[src/rtl/pio_mailbox_responder_if.sv]
// Host mailbox word pair: toggle-handshaked command in, response word out.
// The host side drives cmd_word; the responder drives rsp_word.
interface pio_mailbox_responder_if;
   logic [31:0] cmd_word;
   logic [31:0] rsp_word;

   modport master (output cmd_word, input  rsp_word);
   modport slave  (input  cmd_word, output rsp_word);
endinterface

[src/rtl/pio_mailbox_responder.sv]
// Mailbox command executor for host PIO words: owns LED/hex registers,
// synchronizes switches, debounces buttons and latches press events.
module pio_mailbox_responder #(
   parameter int NUM_BTN         = 4,
   parameter int NUM_SW          = 18,
   parameter int NUM_LED         = 18,
   parameter int DEBOUNCE_CYCLES = 50000,
   parameter int BTN_ACTIVE_LOW  = 1
) (
   input  logic                   clk,
   input  logic                   reset,
   pio_mailbox_responder_if.slave mbox,
   input  logic [NUM_BTN-1:0]     btn_raw,
   input  logic [NUM_SW-1:0]      sw_raw,
   output logic [NUM_LED-1:0]     led_out,
   output logic [31:0]            hex_out,
   output logic                   evt_pending
);

   typedef enum logic [1:0] {S_INIT, S_IDLE, S_EXEC, S_RESP} state_e;
   typedef enum logic [2:0] {
      OP_NOP, OP_WR_LED, OP_RD_SW, OP_RD_BTN,
      OP_RD_EVT, OP_WR_HEX_LO, OP_WR_HEX_HI, OP_RSVD
   } op_e;

   localparam int CW = (DEBOUNCE_CYCLES > 2) ? $clog2(DEBOUNCE_CYCLES) : 1;
   localparam logic [CW-1:0] CNT_LAST = CW'(DEBOUNCE_CYCLES - 1);
   localparam logic [NUM_BTN-1:0] BTN_IDLE = (BTN_ACTIVE_LOW != 0) ? '1 : '0;

   logic [31:0]        cmd_q;
   logic [NUM_BTN-1:0] btn_s1, btn_s2, btn_sync, btn_db, btn_rise, evt;
   logic [NUM_SW-1:0]  sw_s1, sw_s2;
   logic [CW-1:0]      cnt [NUM_BTN];
   state_e             state;
   op_e                op_q;
   logic [27:0]        arg_q;
   logic               req_seen, err_q, exec_err, evt_clear;
   logic [29:0]        data_q, exec_data;
   logic [31:0]        rsp_q;

   // NOTE: cmd_q is deliberately left out of reset so it tracks the host word
   // during reset; INIT then adopts the live toggle and no stale request fires.
   always_ff @(posedge clk) cmd_q <= mbox.cmd_word;

   always_ff @(posedge clk) begin
      if (reset) begin
         btn_s1 <= BTN_IDLE;
         btn_s2 <= BTN_IDLE;
         sw_s1  <= '0;
         sw_s2  <= '0;
      end else begin
         btn_s1 <= btn_raw;
         btn_s2 <= btn_s1;
         sw_s1  <= sw_raw;
         sw_s2  <= sw_s1;
      end
   end

   assign btn_sync = (BTN_ACTIVE_LOW != 0) ? ~btn_s2 : btn_s2;

   // NOTE: every always_comb output gets a default first so no latch is inferred.
   always_comb begin
      btn_rise = '0;
      for (int i = 0; i < NUM_BTN; i++)
         btn_rise[i] = btn_sync[i] && !btn_db[i] && (cnt[i] == CNT_LAST);
   end

   always_ff @(posedge clk) begin
      if (reset) begin
         btn_db <= '0;
         for (int i = 0; i < NUM_BTN; i++) cnt[i] <= '0;
      end else begin
         for (int i = 0; i < NUM_BTN; i++) begin
            if (btn_sync[i] != btn_db[i]) begin
               if (cnt[i] == CNT_LAST) begin
                  btn_db[i] <= btn_sync[i];
                  cnt[i]    <= '0;
               end else begin
                  cnt[i] <= cnt[i] + 1'b1;
               end
            end else begin
               cnt[i] <= '0;
            end
         end
      end
   end

   // A press accepted in the clearing cycle survives the clear.
   assign evt_clear = (state == S_EXEC) && (op_q == OP_RD_EVT);

   always_ff @(posedge clk) begin
      if (reset)          evt <= '0;
      else if (evt_clear) evt <= btn_rise;
      else                evt <= evt | btn_rise;
   end

   assign evt_pending = |evt;

   always_comb begin
      exec_data = '0;
      exec_err  = 1'b0;
      unique case (op_q)
         OP_NOP:       exec_data = {2'b00, arg_q};
         OP_WR_LED:    exec_data = 30'(arg_q[NUM_LED-1:0]);
         OP_RD_SW:     exec_data = 30'(sw_s2);
         OP_RD_BTN:    exec_data = 30'(btn_db);
         OP_RD_EVT:    exec_data = 30'(evt);
         OP_WR_HEX_LO: exec_data = 30'(arg_q[15:0]);
         OP_WR_HEX_HI: exec_data = 30'(arg_q[15:0]);
         OP_RSVD:      exec_err  = 1'b1;
      endcase
   end

   always_ff @(posedge clk) begin
      if (reset) begin
         state    <= S_INIT;
         req_seen <= 1'b0;
         op_q     <= OP_NOP;
         arg_q    <= '0;
         data_q   <= '0;
         err_q    <= 1'b0;
         rsp_q    <= '0;
         led_out  <= '0;
         hex_out  <= '0;
      end else begin
         unique case (state)
            S_INIT: begin
               req_seen <= cmd_q[31];
               state    <= S_IDLE;
            end
            S_IDLE: begin
               if (cmd_q[31] != req_seen) begin
                  req_seen <= cmd_q[31];
                  op_q     <= op_e'(cmd_q[30:28]);
                  arg_q    <= cmd_q[27:0];
                  state    <= S_EXEC;
               end
            end
            S_EXEC: begin
               data_q <= exec_data;
               err_q  <= exec_err;
               case (op_q)
                  OP_WR_LED:    led_out        <= arg_q[NUM_LED-1:0];
                  OP_WR_HEX_LO: hex_out[15:0]  <= arg_q[15:0];
                  OP_WR_HEX_HI: hex_out[31:16] <= arg_q[15:0];
                  default: ;
               endcase
               state <= S_RESP;
            end
            S_RESP: begin
               rsp_q <= {~rsp_q[31], err_q, data_q};
               state <= S_IDLE;
            end
            default: state <= S_INIT;
         endcase
      end
   end

   assign mbox.rsp_word = rsp_q;

endmodule

[src/flat_wrapper.sv]
// flat-port wrapper written by rule: the top's interface ports become plain ports
module pio_mailbox_responder_flat 
#(
   parameter int NUM_BTN         = 4,
   parameter int NUM_SW          = 18,
   parameter int NUM_LED         = 18,
   parameter int DEBOUNCE_CYCLES = 50000,
   parameter int BTN_ACTIVE_LOW  = 1
)
  (clk, reset, btn_raw, sw_raw, led_out, hex_out, evt_pending, mbox_cmd_word, mbox_rsp_word);
  pio_mailbox_responder_if mbox_i ();
  input  logic clk;
  input  logic reset;
  input  logic [NUM_BTN-1:0] btn_raw;
  input  logic [NUM_SW-1:0] sw_raw;
  output logic [NUM_LED-1:0] led_out;
  output logic [31:0] hex_out;
  output logic evt_pending;
  input wire logic [$bits(mbox_i.cmd_word)-1:0] mbox_cmd_word;
  output wire logic [$bits(mbox_i.rsp_word)-1:0] mbox_rsp_word;
  assign mbox_i.cmd_word = mbox_cmd_word;
  assign mbox_rsp_word = mbox_i.rsp_word;
  pio_mailbox_responder #(.NUM_BTN(NUM_BTN), .NUM_SW(NUM_SW), .NUM_LED(NUM_LED), .DEBOUNCE_CYCLES(DEBOUNCE_CYCLES), .BTN_ACTIVE_LOW(BTN_ACTIVE_LOW)) u_core (.clk(clk), .reset(reset), .mbox(mbox_i), .btn_raw(btn_raw), .sw_raw(sw_raw), .led_out(led_out), .hex_out(hex_out), .evt_pending(evt_pending));
endmodule
[config.mk]
export PLATFORM = sky130hd
export DESIGN_NAME = pio_mailbox_responder_flat
export DESIGN_NICKNAME = d
export VERILOG_FILES = /design/src/rtl/pio_mailbox_responder_if.sv /design/src/rtl/pio_mailbox_responder.sv /design/src/flat_wrapper.sv
export SDC_FILE = /design/constraint.sdc
export NUM_CORES = 1
export LEC_CHECK = 0
export ABC_AREA = 0
export CAP_MARGIN = 20
export CORE_MARGIN = 3
export CORE_UTILIZATION = 38
export CTS_BUF_LIST = sky130_fd_sc_hd__clkbuf_4 sky130_fd_sc_hd__clkbuf_8
export DETAILED_ROUTE_END_ITERATION = 16
export SYNTH_ARGS = -nofsm -noshare
export SYNTH_HDL_FRONTEND = slang
export SYNTH_SLANG_ARGS = --single-unit
[constraint.sdc]
create_clock -name clk -period 1.9 [get_ports clk]
set_input_delay 0.38 -clock clk [delete_from_list [all_inputs] [get_ports clk]]
set_output_delay 0.38 -clock clk [all_outputs]
set_load 0.01 [all_outputs]
======== After elaboration in Yosys (flattened, before gate mapping) ========
Memories as Yosys holds them, arrays and structs flattened.
Index checks and enable logic that the tools add are counted.
W data, S select, Z words.
word-level totals
  register bits after elaboration ......... 231
  bits in writable memories ............... 64
  logic and storage cells ................. 153
  memories kept ........................... 1
operators by class
  add/sub/neg operators ................... 4
  eq/ne operators ......................... 20
  multiplexer cells ....................... 65
  bitwise operators ....................... 15
  reduce and logical (&&, ||, !) cells .... 28
memories
  name        depth  bits a word  read ports  clocked after memory_dff  wr ports  RTL line                     text
  u_core.cnt  4      16           4           0                         4         pio_mailbox_responder.sv:33  logic [CW-1:0] cnt [NUM_BTN];
operator list
  operator                 count
  $mux W16                 12
  $pmux W28 S6             1
  $add A16 B1 Y16 const B  4
  $eq A16 B16 Y1 const B   4
  $mux W1                  48
  $reduce_and A2 Y1        9
  $eq A3 B3 Y1 const B     4
  $or A1 B1 Y1             12
  $logic_and A1 B1 Y1      9
  $eq A3 B2 Y1 const B     2
  $pmux W2 S3              1
  $ne A1 B1 Y1             5
  $eq A2 B2 Y1 const B     2
  $logic_not A1 Y1         4
  $mux W4                  1
  $not A4 Y4               1
  $or A4 B4 Y4             1
  $reduce_or A2 Y1         2
  $reduce_or A4 Y1         1
  $eq A3 B1 Y1 const B     1
  $logic_not A3 Y1         1
  $eq A2 B1 Y1 const B     1
  $logic_not A2 Y1         1
  $mux W2                  1
  other kinds (4)          4

======== Logic depth before layout (Yosys ltp) ========
An unclocked memory read counts as a cell.
  depth in word-level cells ............... 9
  gate-level depth with buffers ........... 8

======== Least setup slack after synthesis ========
No wires, ideal clock.
  path type ............................... reg2reg
  start ................................... memory u_core.cnt[0][5] (netlist name)
  end ..................................... memory u_core.cnt[0][8] (netlist name) (data pin)
  data arrival time ....................... 1.725 ns
  data required time ...................... 1.646 ns
  path slack .............................. -0.079 ns
  stages on the path, launching flop included .. 7
  path buffers ............................ 2
  cells stage by stage .................... edfxtp_1 or4_4 nor4_4 or3_1 buf_4 buf_6 nor2_1
RTL lines
  what         RTL line
  from (decl)  pio_mailbox_responder.sv:33

======== Worst setup path after layout ========
  start ................................... register u_core.evt[0]
  end ..................................... output evt_pending
on the way
  cells in the longest elaborated chain, start to end .. 1
RTL lines
  what                    RTL line                     text
  from (decl)             pio_mailbox_responder.sv:31  logic [NUM_BTN-1:0] btn_s1, btn_s2, btn_sync, btn_db, btn_rise, evt;
  from (signal assigned)  pio_mailbox_responder.sv:93  else if (evt_clear) evt <= btn_rise;
  from (signal assigned)  pio_mailbox_responder.sv:94  else evt <= evt | btn_rise;
  $reduce_or A4 Y1        pio_mailbox_responder.sv:97  assign evt_pending = |evt;
  to (decl)               flat_wrapper.sv:18           output logic evt_pending;
Every way passes these cells.

==> metrics.txt <==
RSZ-0062 raised after global routing yes; asr flop ratio synth 0%; hold-fix buffers at CTS 0; Worst Hold Class in -> reg; width of the die 178 um; PwrDens 958 nW/um^2; skew final 0.0308 ns; PortBufs 136; Slew @ Worst Pin 0.660 ns; internal cell power 10.9 mW; final period utilization 104%; share of the yosys chip area belonging to registers 57.7%; worst setup margin -0.0732 ns; Final setup viols 9; clock network power share 42.3%; top cell family by delay on the critical path simple AND/OR/NAND/NOR gates; failing checks negative setup slack; count leader, synth dfxtp_1; top cell type's share of synthesized area 40.6%; RD Place Congestion 0.798; post-DP HPWL 17.6 mm; die area 31600 sq um; FMAX 507 MHz; num rows 62; WL/cell 14.3 um; EDFF count, synth 64; Clock Latency Late Sink 0.58 ns; CTS root buf clkbuf_8; core area 28900 sq um; Initial Util 38.8%; Reg2Reg Setup Slack -0.02 ns; TritonCTS buffer count 49; Worst-path clk slew 0.06 ns; total number of vias 8352; Synth area leaders dfxtp_1, edfxtp_1, nand2_1, a21oi_1, nor2_1; Mapped Avg Cell Area 9.88 sq um; reg2reg start u_core.cnt[3][10]; yosys warns 0; LEAKAGE 6.17 nW; leading post-synthesis cells by instance count dfxtp_1, nand2_1, nor2_1; final routed DRC violation total 0; worst endpoint data arrival time 1.59 ns; status complete, but fails checks; io pins 139; combinational share of power 10.2%; maximum VDD drop 0.568 mV; critical path depth 2; ys flop type dfxtp_1; routed wire length 26.0 mm; Switching Share 24.6%; Psw 3.55 mW; final hold violations 0; First-pass DRT Iterations 4; TritonCTS clock tree done; Worst slew margin 56.0%; Seq pwr share 47.4%; crit-path max cell delay 0.56 ns; Worst R2R Path Depth 5; Critical Path End Type primary output; Sink Count 291; Worst EP required 1.52 ns; Slew Limit Fails 0; Overflow after GRT 0; Starting DRT DRC Count 490; crit path max fanout 2; area grow syn2layout 34.5%; critical path launch point type flop; Crit-path slowest cell or4_4; critical path class reg -> out; number of max-cap violations 0; Post-Synthesis Cells 1134; first-pass GRT wire length 41.2 mm; share of layout cells above drive strength 1 15.6%; setup_tns -0.145 ns; worst path cell trace or4_4 > buf_6; Vias/cell 4.61; Buf/Inv on CP 1; post-synthesis register bit count 291; Routed Antenna Nets 0; initial antenna violation count 0; crit path to evt_pending; die height 178 um; FF-to-FF End u_core.cnt[3][2]; critical path startpoint u_core.evt[0]; GR Util All Layers 16.1%; ANT cells 0; hold_ws 0.141 ns; Longest Clk Path Bufs 3; vias in the first global route 8156; synthesized area 11200 sq um; post-synth cell types 47; Nets 1458; pin count of the biggest net entering global routing 83; H-Tree Depth 2; cell taking the most area after synthesis dfxtp_1; Period minus WS final 1.97 ns
[how the worst min path moves through the flow]
| stage | depth (start not counted) | start | to |
|---|---|---|---|
| 6_report | 2 | reset | u_core.sw_s2[2] |
| 4_1_cts | 2 | reset | u_core.sw_s2[2] |
| 3_3_place_gp | 1 | u_core.btn_s1[0] | u_core.btn_s2[0] |
| 2_1_floorplan | 1 | u_core.btn_s1[0] | u_core.btn_s2[0] |
| 3_5_place_dp | 1 | u_core.btn_s1[0] | u_core.btn_s2[0] |
| 5_1_grt | 2 | reset | u_core.sw_s1[2] |
[layer usage]
| layer | GRT usage [%] | up-vias | wire [um] |
|---|---|---|---|
| met5 | 0 | - | 0 |
| met4 | 5.30 | 0 | 592 |
| met3 | 3.32 | 52 | 1230 |
| met2 | 26.0 | 166 | 12000 |
| met1 | 21.6 | 3835 | 12100 |
| li1 | - | 4299 | - |
[stage by stage]
stage	area [sq um]	setup slack [ns]	power, mW	std cells	utilization [%]
6_report	15100	-0.0732	14.4	1811	52.2
5_1_grt	15100	-0.127	15.1	1811	52.2
4_1_cts	14600	-0.115	14.6	1806	50.8
3_5_place_dp	13500	-0.0569	8.40	1713	46.8
3_3_place_gp	13500	0.0172	8.38	1713	46.8
2_1_floorplan	11500	-0.0214	7.82	1198	-
[sequential cells by signal, indices dropped and copies added (netlist names)]
register	flops
u_core.arg_q	28
u_core.cmd_q	32
u_core.led_out	18
u_core.req_seen	1
u_core.sw_s1	18
u_core.mbox.rsp_word	30
u_core.err_q	1
u_core.btn_s1	4
u_core.hex_out	32
u_core.btn_db	4
u_core.btn_s2	4
u_core.evt	4
u_core.op_q	3
u_core.sw_s2	18
u_core.state	2
u_core.data_q	28
u_core.cnt	64
[placed cells by master, fill, tap and decap left out, drive strengths merged, types with 5 or more instances in the layout]
| cell | synthesis | routed |
|---|---|---|
| a22o | 15 | 15 |
| nand4 | 15 | 15 |
| ha | 13 | 13 |
| clkinv | 0 | 5 |
| xor2 | 10 | 10 |
| xnor2 | 46 | 46 |
| conb | 2 | 66 |
| and3 | 5 | 5 |
| clkbuf | 38 | 80 |
| nor2 | 126 | 126 |
| or3 | 5 | 5 |
| dlygate4sd2 | 0 | 23 |
| nor3 | 14 | 14 |
| nand2 | 182 | 182 |
| mux2i | 45 | 45 |
| inv | 32 | 34 |
| or2 | 11 | 11 |
| dlymetal6s2s | 0 | 34 |
| o2bb2ai | 12 | 12 |
| edfxtp | 64 | 64 |
| clkdlybuf4s50 | 0 | 77 |
| buf | 24 | 67 |
| dfxtp | 227 | 227 |
| a21oi | 102 | 102 |
| nand3 | 26 | 26 |
| nor2b | 56 | 56 |
| or4 | 5 | 5 |
| nor4 | 18 | 18 |
[logic make-up after synthesis]
kind of cell / after synthesis / synth area share (%)
other: 2 / 0.0670
multiplexers: 45 / 4.02
AND/OR/NAND/NOR: 481 / 20.5
adder cells (fa/ha/maj): 13 / 1.45
flip-flops: 291 / 57.7
XOR/XNOR: 56 / 4.38
buffers and inverters: 94 / 3.57
AO/OA/AOI/OAI: 152 / 8.25
[power groups by stage]
stage	clock network [mW]	logic, mW	registers (mW)
after floorplan	0	0.919	6.90
after global placement	0	1.40	6.98
after detailed placement	0	1.42	6.98
after CTS	6.30	1.43	6.85
after global routing	6.58	1.64	6.88
final	6.11	1.48	6.85
[worst reg2reg max path, cell delays in order (launching register included)]
cell	delay, ns
edfxtp_1	0.38
or4bb_4	0.56
nor4_4	0.31
or3_4	0.21
buf_12	0.16
nor2_4	0.04
[layout make-up]
cell class	instances	area, sq um
fillers	2722	13800
flip-flops and latches	291	6470
multi-input cells	813	4860
repair buffers	202	2020
clock buffers	79	962
well taps	384	480
clock inverters	10	146
inverters	32	120
[timing repair]
item / 4_1_cts / 5_1_grt
pin swaps: 4 / 37
setup endpoints to repair: 49 / 138
setup buffers: 4 / 4
cloned: 0 / 1
resized for setup: 35 / 107
Note: power is estimated with default switching activity, not from simulation.
